$ cat config.mk
export PLATFORM = sky130hd
export DESIGN_NAME = mem_stage
export DESIGN_NICKNAME = d
export VERILOG_FILES = /design/src/rtl/pipe_pkg.sv /design/src/rtl/dmem_handshake.sv /design/src/rtl/mem_stage.sv
export SDC_FILE = /design/constraint.sdc
export NUM_CORES = 1
export LEC_CHECK = 0
export BUFFER_PORTS_ARGS = -buffer_cell sky130_fd_sc_hd__buf_2
export CAP_MARGIN = 20
export CELL_PAD_IN_SITES_DETAIL_PLACEMENT = 0
export CELL_PAD_IN_SITES_GLOBAL_PLACEMENT = 2
export CORE_MARGIN = 3
export CORE_UTILIZATION = 33
export CTS_CLUSTER_SIZE = 8
export DETAILED_ROUTE_END_ITERATION = 12
export GPL_TIMING_DRIVEN = 0
export PLACE_DENSITY_LB_ADDON = 0.1
export SYNTH_ARGS = -nofsm -noshare
export SYNTH_HDL_FRONTEND = slang
export SYNTH_SLANG_ARGS = --single-unit
export TNS_END_PERCENT = 100
$ cat constraint.sdc
create_clock -name clk -period 2.78 [get_ports clk]
set_clock_uncertainty 0.2 [all_clocks]
set_input_delay 0.278 -clock clk [delete_from_list [all_inputs] [get_ports clk]]
set_output_delay 0.278 -clock clk [all_outputs]
set_load 0.05 [all_outputs]
$ cat src/rtl/pipe_pkg.sv
// Shared pipeline types and constants for the MEM stage and its data-memory handshake.
// Imported by mem_stage and dmem_handshake.
package pipe_pkg;

  localparam int WORD_W = 32;
  localparam int REG_W  = 5;

  typedef enum logic [1:0] {
    IDLE  = 2'd0,
    WAIT  = 2'd1,
    ABORT = 2'd2
  } mem_state_t;

  typedef struct packed {
    logic [WORD_W-1:0] alu_out;
    logic [WORD_W-1:0] write_data;
    logic [REG_W-1:0]  write_reg;
    logic              reg_write;
    logic              mem_to_reg;
    logic              mem_write;
    logic              mem_read;
  } ex_mem_t;

  typedef struct packed {
    logic [WORD_W-1:0] alu_out;
    logic [WORD_W-1:0] read_data;
    logic [REG_W-1:0]  write_reg;
    logic              reg_write;
    logic              mem_to_reg;
  } mem_wb_t;

  // Word accesses must have the two low address bits clear.
  function automatic logic is_misaligned(input logic [1:0] addr_lo);
    return addr_lo != 2'b00;
  endfunction

endpackage

$ cat src/rtl/dmem_handshake.sv
// Request/ready handshake for the MEM stage: wait-state FSM, timeout counter,
// and generation of dmem_req, the upstream stall and the error pulse.
module dmem_handshake
  import pipe_pkg::*;
#(
  parameter int TIMEOUT_CYCLES = 255
) (
  input  logic       clk,
  input  logic       rst_n,
  input  logic       mem_op,
  input  logic [1:0] addr_lo,
  input  logic       dmem_ready,
  output logic       dmem_req,
  output logic       stall,
  output logic       mem_err
);

  localparam int CNT_W = $clog2(TIMEOUT_CYCLES + 1);
  localparam logic [CNT_W-1:0] CNT_MAX = CNT_W'(TIMEOUT_CYCLES);

  mem_state_t       state_q, state_d;
  logic [CNT_W-1:0] cnt_q, cnt_d;
  logic             aligned_op;

  assign aligned_op = mem_op & ~is_misaligned(addr_lo);

  // NOTE: sequential state uses non-blocking assignments so every flop samples pre-edge values.
  always_ff @(posedge clk or negedge rst_n) begin
    if (!rst_n) begin
      state_q <= IDLE;
      cnt_q   <= '0;
    end else begin
      state_q <= state_d;
      cnt_q   <= cnt_d;
    end
  end

  // NOTE: defaults first in every always_comb so no path leaves a variable unassigned (no latches).
  always_comb begin
    state_d = state_q;
    cnt_d   = '0;
    unique case (state_q)
      IDLE: begin
        if (aligned_op && !dmem_ready) begin
          state_d = WAIT;
          cnt_d   = CNT_W'(1);
        end
      end
      WAIT: begin
        // Ready in the same cycle the count expires still completes the access.
        if (dmem_ready)             state_d = IDLE;
        else if (cnt_q == CNT_MAX)  state_d = ABORT;
        else                        cnt_d   = cnt_q + CNT_W'(1);
      end
      ABORT:   state_d = IDLE;
      default: state_d = IDLE;
    endcase
  end

  always_comb begin
    dmem_req = 1'b0;
    mem_err  = 1'b0;
    unique case (state_q)
      IDLE: begin
        dmem_req = aligned_op;
        mem_err  = mem_op & ~aligned_op;
      end
      WAIT:    dmem_req = aligned_op;
      ABORT:   mem_err  = 1'b1;
      default: ;
    endcase
  end

  assign stall = dmem_req & ~dmem_ready;

endmodule

$ cat src/rtl/mem_stage.sv
// Pipeline MEM stage: EX/MEM and MEM/WB registers, word load/store over a
// req/ready data bus, upstream stall while an access is outstanding.
module mem_stage
  import pipe_pkg::*;
#(
  parameter int TIMEOUT_CYCLES = 255
) (
  input  logic              clk,
  input  logic              rst_n,
  input  logic [WORD_W-1:0] ALUOutE,
  input  logic [WORD_W-1:0] WriteDataE,
  input  logic [REG_W-1:0]  WriteRegE,
  input  logic              RegWriteE,
  input  logic              MemtoRegE,
  input  logic              MemWriteE,
  input  logic              MemReadE,
  output logic [WORD_W-1:0] ALUOutM,
  output logic [REG_W-1:0]  WriteRegM,
  output logic              RegWriteM,
  output logic              StallM,
  output logic              dmem_req,
  output logic              dmem_we,
  output logic [WORD_W-1:0] dmem_addr,
  output logic [WORD_W-1:0] dmem_wdata,
  input  logic              dmem_ready,
  input  logic [WORD_W-1:0] dmem_rdata,
  output logic [WORD_W-1:0] ResultW,
  output logic [REG_W-1:0]  WriteRegW,
  output logic              RegWriteW,
  output logic              mem_err
);

  ex_mem_t ex_mem_q;
  mem_wb_t mem_wb_q;
  logic    load_done;

  dmem_handshake #(
    .TIMEOUT_CYCLES(TIMEOUT_CYCLES)
  ) u_handshake (
    .clk       (clk),
    .rst_n     (rst_n),
    .mem_op    (ex_mem_q.mem_write | ex_mem_q.mem_read),
    .addr_lo   (ex_mem_q.alu_out[1:0]),
    .dmem_ready(dmem_ready),
    .dmem_req  (dmem_req),
    .stall     (StallM),
    .mem_err   (mem_err)
  );

  assign load_done = dmem_req & dmem_ready & ex_mem_q.mem_read;

  always_ff @(posedge clk or negedge rst_n) begin
    if (!rst_n) begin
      ex_mem_q <= '0;
    end else if (!StallM) begin
      ex_mem_q <= '{alu_out:    ALUOutE,
                    write_data: WriteDataE,
                    write_reg:  WriteRegE,
                    reg_write:  RegWriteE,
                    mem_to_reg: MemtoRegE,
                    mem_write:  MemWriteE,
                    mem_read:   MemReadE};
    end
  end

  // A stalled cycle inserts a bubble; a faulted access (misaligned or aborted)
  // and any write to $0 reach WB with the register write suppressed.
  always_ff @(posedge clk or negedge rst_n) begin
    if (!rst_n) begin
      mem_wb_q <= '0;
    end else if (StallM) begin
      mem_wb_q.reg_write <= 1'b0;
      mem_wb_q.write_reg <= '0;
    end else begin
      mem_wb_q.alu_out    <= ex_mem_q.alu_out;
      mem_wb_q.write_reg  <= ex_mem_q.write_reg;
      mem_wb_q.reg_write  <= ex_mem_q.reg_write & ~mem_err & (ex_mem_q.write_reg != '0);
      mem_wb_q.mem_to_reg <= ex_mem_q.mem_to_reg;
      if (load_done) mem_wb_q.read_data <= dmem_rdata;
    end
  end

  assign ALUOutM    = ex_mem_q.alu_out;
  assign WriteRegM  = ex_mem_q.write_reg;
  assign RegWriteM  = ex_mem_q.reg_write;
  assign dmem_addr  = ex_mem_q.alu_out;
  assign dmem_wdata = ex_mem_q.write_data;
  assign dmem_we    = ex_mem_q.mem_write;

  assign ResultW   = mem_wb_q.mem_to_reg ? mem_wb_q.read_data : mem_wb_q.alu_out;
  assign WriteRegW = mem_wb_q.write_reg;
  assign RegWriteW = mem_wb_q.reg_write;

endmodule

== Word level (Yosys, flattened, before mapping) ==
Cells that the tools add are included.
Word-level totals
  bits in registers: 154
  input bits: 108
  logic and storage cells: 53
Operators by class
  add/subtract/negate cells: 1
  equality and inequality tests: 5
  multiplexer cells: 12
  bitwise logic cells: 13
  reductions and logical operators: 8
Operators by type and width (count)
  $mux W32: 1
  $mux W8: 2
  $pmux W8 S2: 1
  $add A8 B1 Y8 const B: 1
  $eq A8 B8 Y1 const B: 1
  $and A1 B1 Y1: 7
  $mux W2: 3
  $mux W6: 1
  $not A1 Y1: 5
  $reduce_bool A5 Y1: 1
  $pmux W2 S2: 1
  $reduce_and A2 Y1: 2
  $ne A3 B2 Y1 const B: 1
  $eq A2 B1 Y1 const B: 1
  $eq A2 B2 Y1 const B: 1
  $logic_not A2 Y1: 1
  $mux W1: 2
  $ne A2 B1 Y1 const B: 1
  $pmux W1 S2: 1
  $reduce_bool A2 Y1: 1
  $reduce_or A2 Y1: 1
  $logic_and A1 B1 Y1: 1
  $logic_not A1 Y1: 1
  $or A1 B1 Y1: 1

== Depth between registers and ports, before layout ==
  depth in word-level cells: 10
  mapped depth: 7
  mapped depth without buffers: 4

== By module ==
A second synthesis with hierarchy kept.
Unflattened totals
  cells, all modules: 501
  area total of the unflattened synthesis: 7139.3 µm²
Modules (own cells, without submodules)
  mem_stage: instances 1, cells each 450, area an instance 6646.4 µm², sequential area each 3603.5 µm²
  dmem_handshake: instances 1, cells each 51, area an instance 493.0 µm², sequential area each 250.2 µm²

== Least setup slack after synthesis ==
Ideal clock, no wire load.
  kind: reg2reg
  start point: register ex_mem_q, in the netlist dmem_we
  end point: register ex_mem_q, in the netlist dmem_wdata[20]
  data arrival time: 1.966 ns
  required time: 2.455 ns
  setup slack: 0.489 ns
  cell stages (with the launch flop): 8
  path buffers: 3
  cells stage by stage: dfrtp_1 -> nor2_1 -> or3_1 -> buf_6 -> inv_2 -> buf_6 -> buf_6 -> mux2_2
On the way
  longest elaborated chain between the ends: 4
Ends and longest elaborated chain
  from (decl): RTL line mem_stage.sv:33  | ex_mem_t ex_mem_q;
  from (signal assigned): RTL line mem_stage.sv:56  | ex_mem_q <= '{alu_out: ALUOutE,
  $or A1 B1 Y1: RTL line mem_stage.sv:42  | .mem_op (ex_mem_q.mem_write | ex_mem_q.mem_read),
  $and A1 B1 Y1: RTL line dmem_handshake.sv:25  | assign aligned_op = mem_op & ~is_misaligned(addr_lo);
  $mux W1: RTL line dmem_handshake.sv:63  | unique case (state_q)
  $and A1 B1 Y1: RTL line dmem_handshake.sv:74  | assign stall = dmem_req & ~dmem_ready;
  via StallM: RTL line mem_stage.sv:20  | output logic StallM,
The timed path passes the listed nets, and every way through them passes these cells.
A chain may end at the register's enable or synchronous reset.

== Final worst setup path ==
  start point: register u_handshake.state_q[1]
  end point: output port StallM
On the way
  longest elaborated chain between the ends: 4
  elaborated cells between the ends (all ways): 5
  those cells by class: eq/ne (1); mux (1); bitwise (1); reduce/logical (2)
Ends and longest elaborated chain
  from (decl): RTL line dmem_handshake.sv:21  | mem_state_t state_q, state_d;
  from (signal assigned): RTL line dmem_handshake.sv:33  | state_q <= state_d;
  $eq A2 B1 Y1 or $logic_not A2 Y1 (tied branches): RTL line dmem_handshake.sv:63
  $reduce_or A2 Y1 (no line) *
  $mux W1 *: RTL line dmem_handshake.sv:63
  $and A1 B1 Y1 *: RTL line dmem_handshake.sv:74
  to (decl): RTL line mem_stage.sv:20
Mark *: on every way between the ends. The rest lies on a longest branch, timed or not.

==> results by group <==
Finish
  – Layout Area Growth over Synthesis: 46.5%
  – Core Util, Final: 49.4%
  – Fin cells: ~1200
  – Footprint of the multi-input gates: 2290 um2
  – Fin nets: 986
  – Fillers: about 1900
  – Share of cells above drive strength 1: between 60% and 70%
  – Register area: about 3900 um2

Worst setup path
  – Worst R2R Setup Slack: 390 ps
  – CP arrival: 2150 ps
  – Critical path fanouts, max: 19
  – Worst setup EP type: output pin
  – Setup crit start kind: flop
  – Worst EP required: roughly 2300 ps
  – Critical path class: flop to output pin

Global routing
  – GR Overflow Total: 0
  – First-pass GRT wire length: 28800 um
  – Largest net degree at the start of global routing: 89
  – Initial antenna violation count: 1
  – GRT Overall Usage: 15.3%
  – Vias in the first global route: 5480

Job
  – Max cap viols: 0

Status
  – Status: complete, no violations

Power and ir drop
  – Combinational Power Share: 29.8%
  – Clock network power share: 33.0%
  – Seq pwr share: between 30% and 40%
  – Power Dens Cells: a little under 700 nW/um2
  – Power Internal: 0.00482 W
  – Net switching power: 0.00241 W
  – LEAKAGE: 5.10 nW
  – Peak VDD IR: 0.000388 V
  – Switching Fraction: 33.4%

CTS
  – Root Buffer: clkbuf_16
  – CTS Buffer Depth: 2
  – Total clock sinks: 154
  – H-Tree Level Count: 4
  – Worst-Skew Late Latency: 420 ps
  – Inserted Clock Buffers: 17
  – Clock Pin Slew Worst Setup and Hold Paths: around 60 ps
  – CTS tree: done

Detailed routing
  – Iteration-0 DRC Markers: 130
  – DR WL/cell: 15.0 um
  – Drt first pass iters: 4
  – Via count: 4942
  – Number of vias per cell: 4.24
  – Final wirelength: 17500 um
  – Number of routed nets with antenna violations: 0
  – DRC: 0

Floorplanning
  – Die area: 23400 um2
  – Num rows: 53
  – DIE WIDTH: ~150 um
  – Core area: 21200 um2
  – IO Count: 252
  – Starting Density: 33.7%
  – Chip height: 153 um

Placed design
  – Port Buffer Count: 251
  – Final Wtd Congestion: 0.750
  – Worst slack at placement: 331 ps
  – DP HPWL: 12600 um
  – Placed instance count: slightly above 1000

Yosys
  – Synth Area per Inst: 14.3 um2
  – Post-Synthesis Net Count: 609
  – Syn Inst Count: 500
  – Post-synthesis cell type count: 35
  – Number of synthesized register bits: 154
  – Sequential fraction of the synthesis area: 54.0%
  – Cell area after synthesis: approximately 7000 um2
  – Yosys warns: 0

Timing
  – RSZ-0062 raised after global routing: false
  – Fin. Hold Viols: 0
  – Least-Margin Pin Slew: 692 ps
  – Max-slew violation count: 0
  – Final Critical Period: 2630 ps
  – Fmax: 381 MHz
  – Worst Setup Slack, final: 153 ps
  – Slew HR: 53.8%
  – Final setup vio count: 0
  – Final Cycle Share: 94.5%

Worst hold path
  – HP Class: input pin to flop
==> critical path, cell delays in order, from the launching register on <==
cell and delay, ps:
dfrtp_1 390, or3_4 400, or3_1 320, buf_6 160
inv_2 60, buf_6 210, buf_6 190
==> cells by family after synthesis <==
logic type	share of synthesized area (%)
AO/OA/AOI/OAI	1.23
AND/OR/NAND/NOR	2.54
XOR/XNOR	0.368
multiplexers	27.8
buffers and inverters	13.9
flip-flops	54.0
adder cells (fa/ha/maj)	0.175
==> routing by layer <==
layer	wire, um	global-route usage, %
met4	202	4.45
met1	7730	19.4
met3	1060	4.39
met5	0	0
met2	8460	25.5
==> synth_stat cells <==
library cell	instances	area [um2]
inv_2	1	3.75
inv_1	2	7.51
or3b_2	1	8.76
nand2_1	3	11.3
nor2_1	7	26.3
o21bai_1	1	7.51
a41oi_1	1	8.76
a21o_1	2	15.0
nor3_1	3	15.0
or4_1	1	7.51
or3_4	1	11.3
mux2_2	133	1500
ha_1	1	12.5
nand3b_1	1	7.51
buf_6	4	45.0
nand4_1	2	12.5
mux2_4	30	450
o22ai_1	2	12.5
mux2_1	3	33.8
o211ai_1	1	7.51
nand3_1	2	10.0
a21oi_1	3	15.0
xnor2_1	1	8.76
xor2_1	2	17.5
or3_1	2	12.5
and2_1	7	43.8
dfrtp_1	154	3850
and4_1	1	8.76
nand2b_1	1	6.26
o21ai_0	3	15.0
buf_2	6	30.0
a31oi_1	1	6.26
buf_12	4	80.1
buf_4	107	803
clkbuf_1	6	22.5
==> power groups by stage <==
stage	registers (W)	clock network, W	logic, W
after floorplan	0.00269	0	0.00162
after global placement	0.00272	0	0.00204
after detailed placement	0.00273	0	0.00206
after CTS	0.00269	0.00248	0.00219
after global routing	0.00273	0.00257	0.00228
final	0.00269	0.00239	0.00216
==> through the flow <==
stage	cell area [um2]	TNS, ps	hold WS (ps)	power (W)
floorplan	7140	0	-218	0.00431
global placement	8740	-177960	259	0.00476
detailed placement	8770	0	132	0.00479
CTS	10500	0	205	0.00736
global route	10500	0	231	0.00758
finish	10500	0	222	0.00723
==> flip-flops by register name, indices dropped and copies added, names as in the netlist <==
register,cells
mem_wb_q,65
ALUOutM,32
dmem_wdata,32
u_handshake.cnt_q,8
WriteRegM,5
WriteRegW,5
ex_mem_q,2
u_handshake.state_q,2
RegWriteM,1
RegWriteW,1
dmem_we,1
==> placed cells by master, fill, tap and decap left out, drive strengths merged, types with 3 or more instances in the layout <==
cell / n
a21oi: 3
and2: 7
buf: 373
bufinv: 3
clkbuf: 25
clkinv: 4
clkinvlp: 4
dfrtp: 154
dlygate4sd3: 106
inv: 5
mux2: 166
nand2: 3
nor2: 7
nor3: 3
o21ai: 3
or3: 3
==> path summary, 6_finish.rpt <==
| check | startpoint | endpoint | cells past startpoint |
|---|---|---|---|
| min in group asynchronous | rst_n | dmem_wdata[17]$_DFFE_PN0N_ | 2 |
| hold reg to reg | mem_wb_q[40]$_DFFE_PN0N_ | mem_wb_q[40]$_DFFE_PN0N_ | 1 |
| setup reg to reg | u_handshake.state_q[1]$_DFFE_PN0P_ | dmem_wdata[18]$_DFFE_PN0N_ | 7 |
| setup / recovery | u_handshake.state_q[1]$_DFFE_PN0P_ | StallM | 6 |
| max in group asynchronous | rst_n | ALUOutM[0]$_DFFE_PN0N_ | 3 |
| hold / removal | dmem_ready | mem_wb_q[7]$_DFFE_PN0P_ | 4 |
==> cell type report <==
cell class	instances	area share, %
antenna	1	0.0239
buffer	126	9.31
clock buffer	19	4.24
clock inverter	13	1.62
inverter	3	0.108
multi-input combinational	216	21.9
sequential	154	36.9
tap	275	3.29
timing repair buffer	359	22.7
==> what timing repair did <==
item	in CTS	in global routing
endpoints found under the hold margin	192	0
endpoints found under the setup margin	12	1
gates resized for setup	5	1
buffers inserted	1	0
hold buffers	106	0
(Power assumes the default switching activity.)
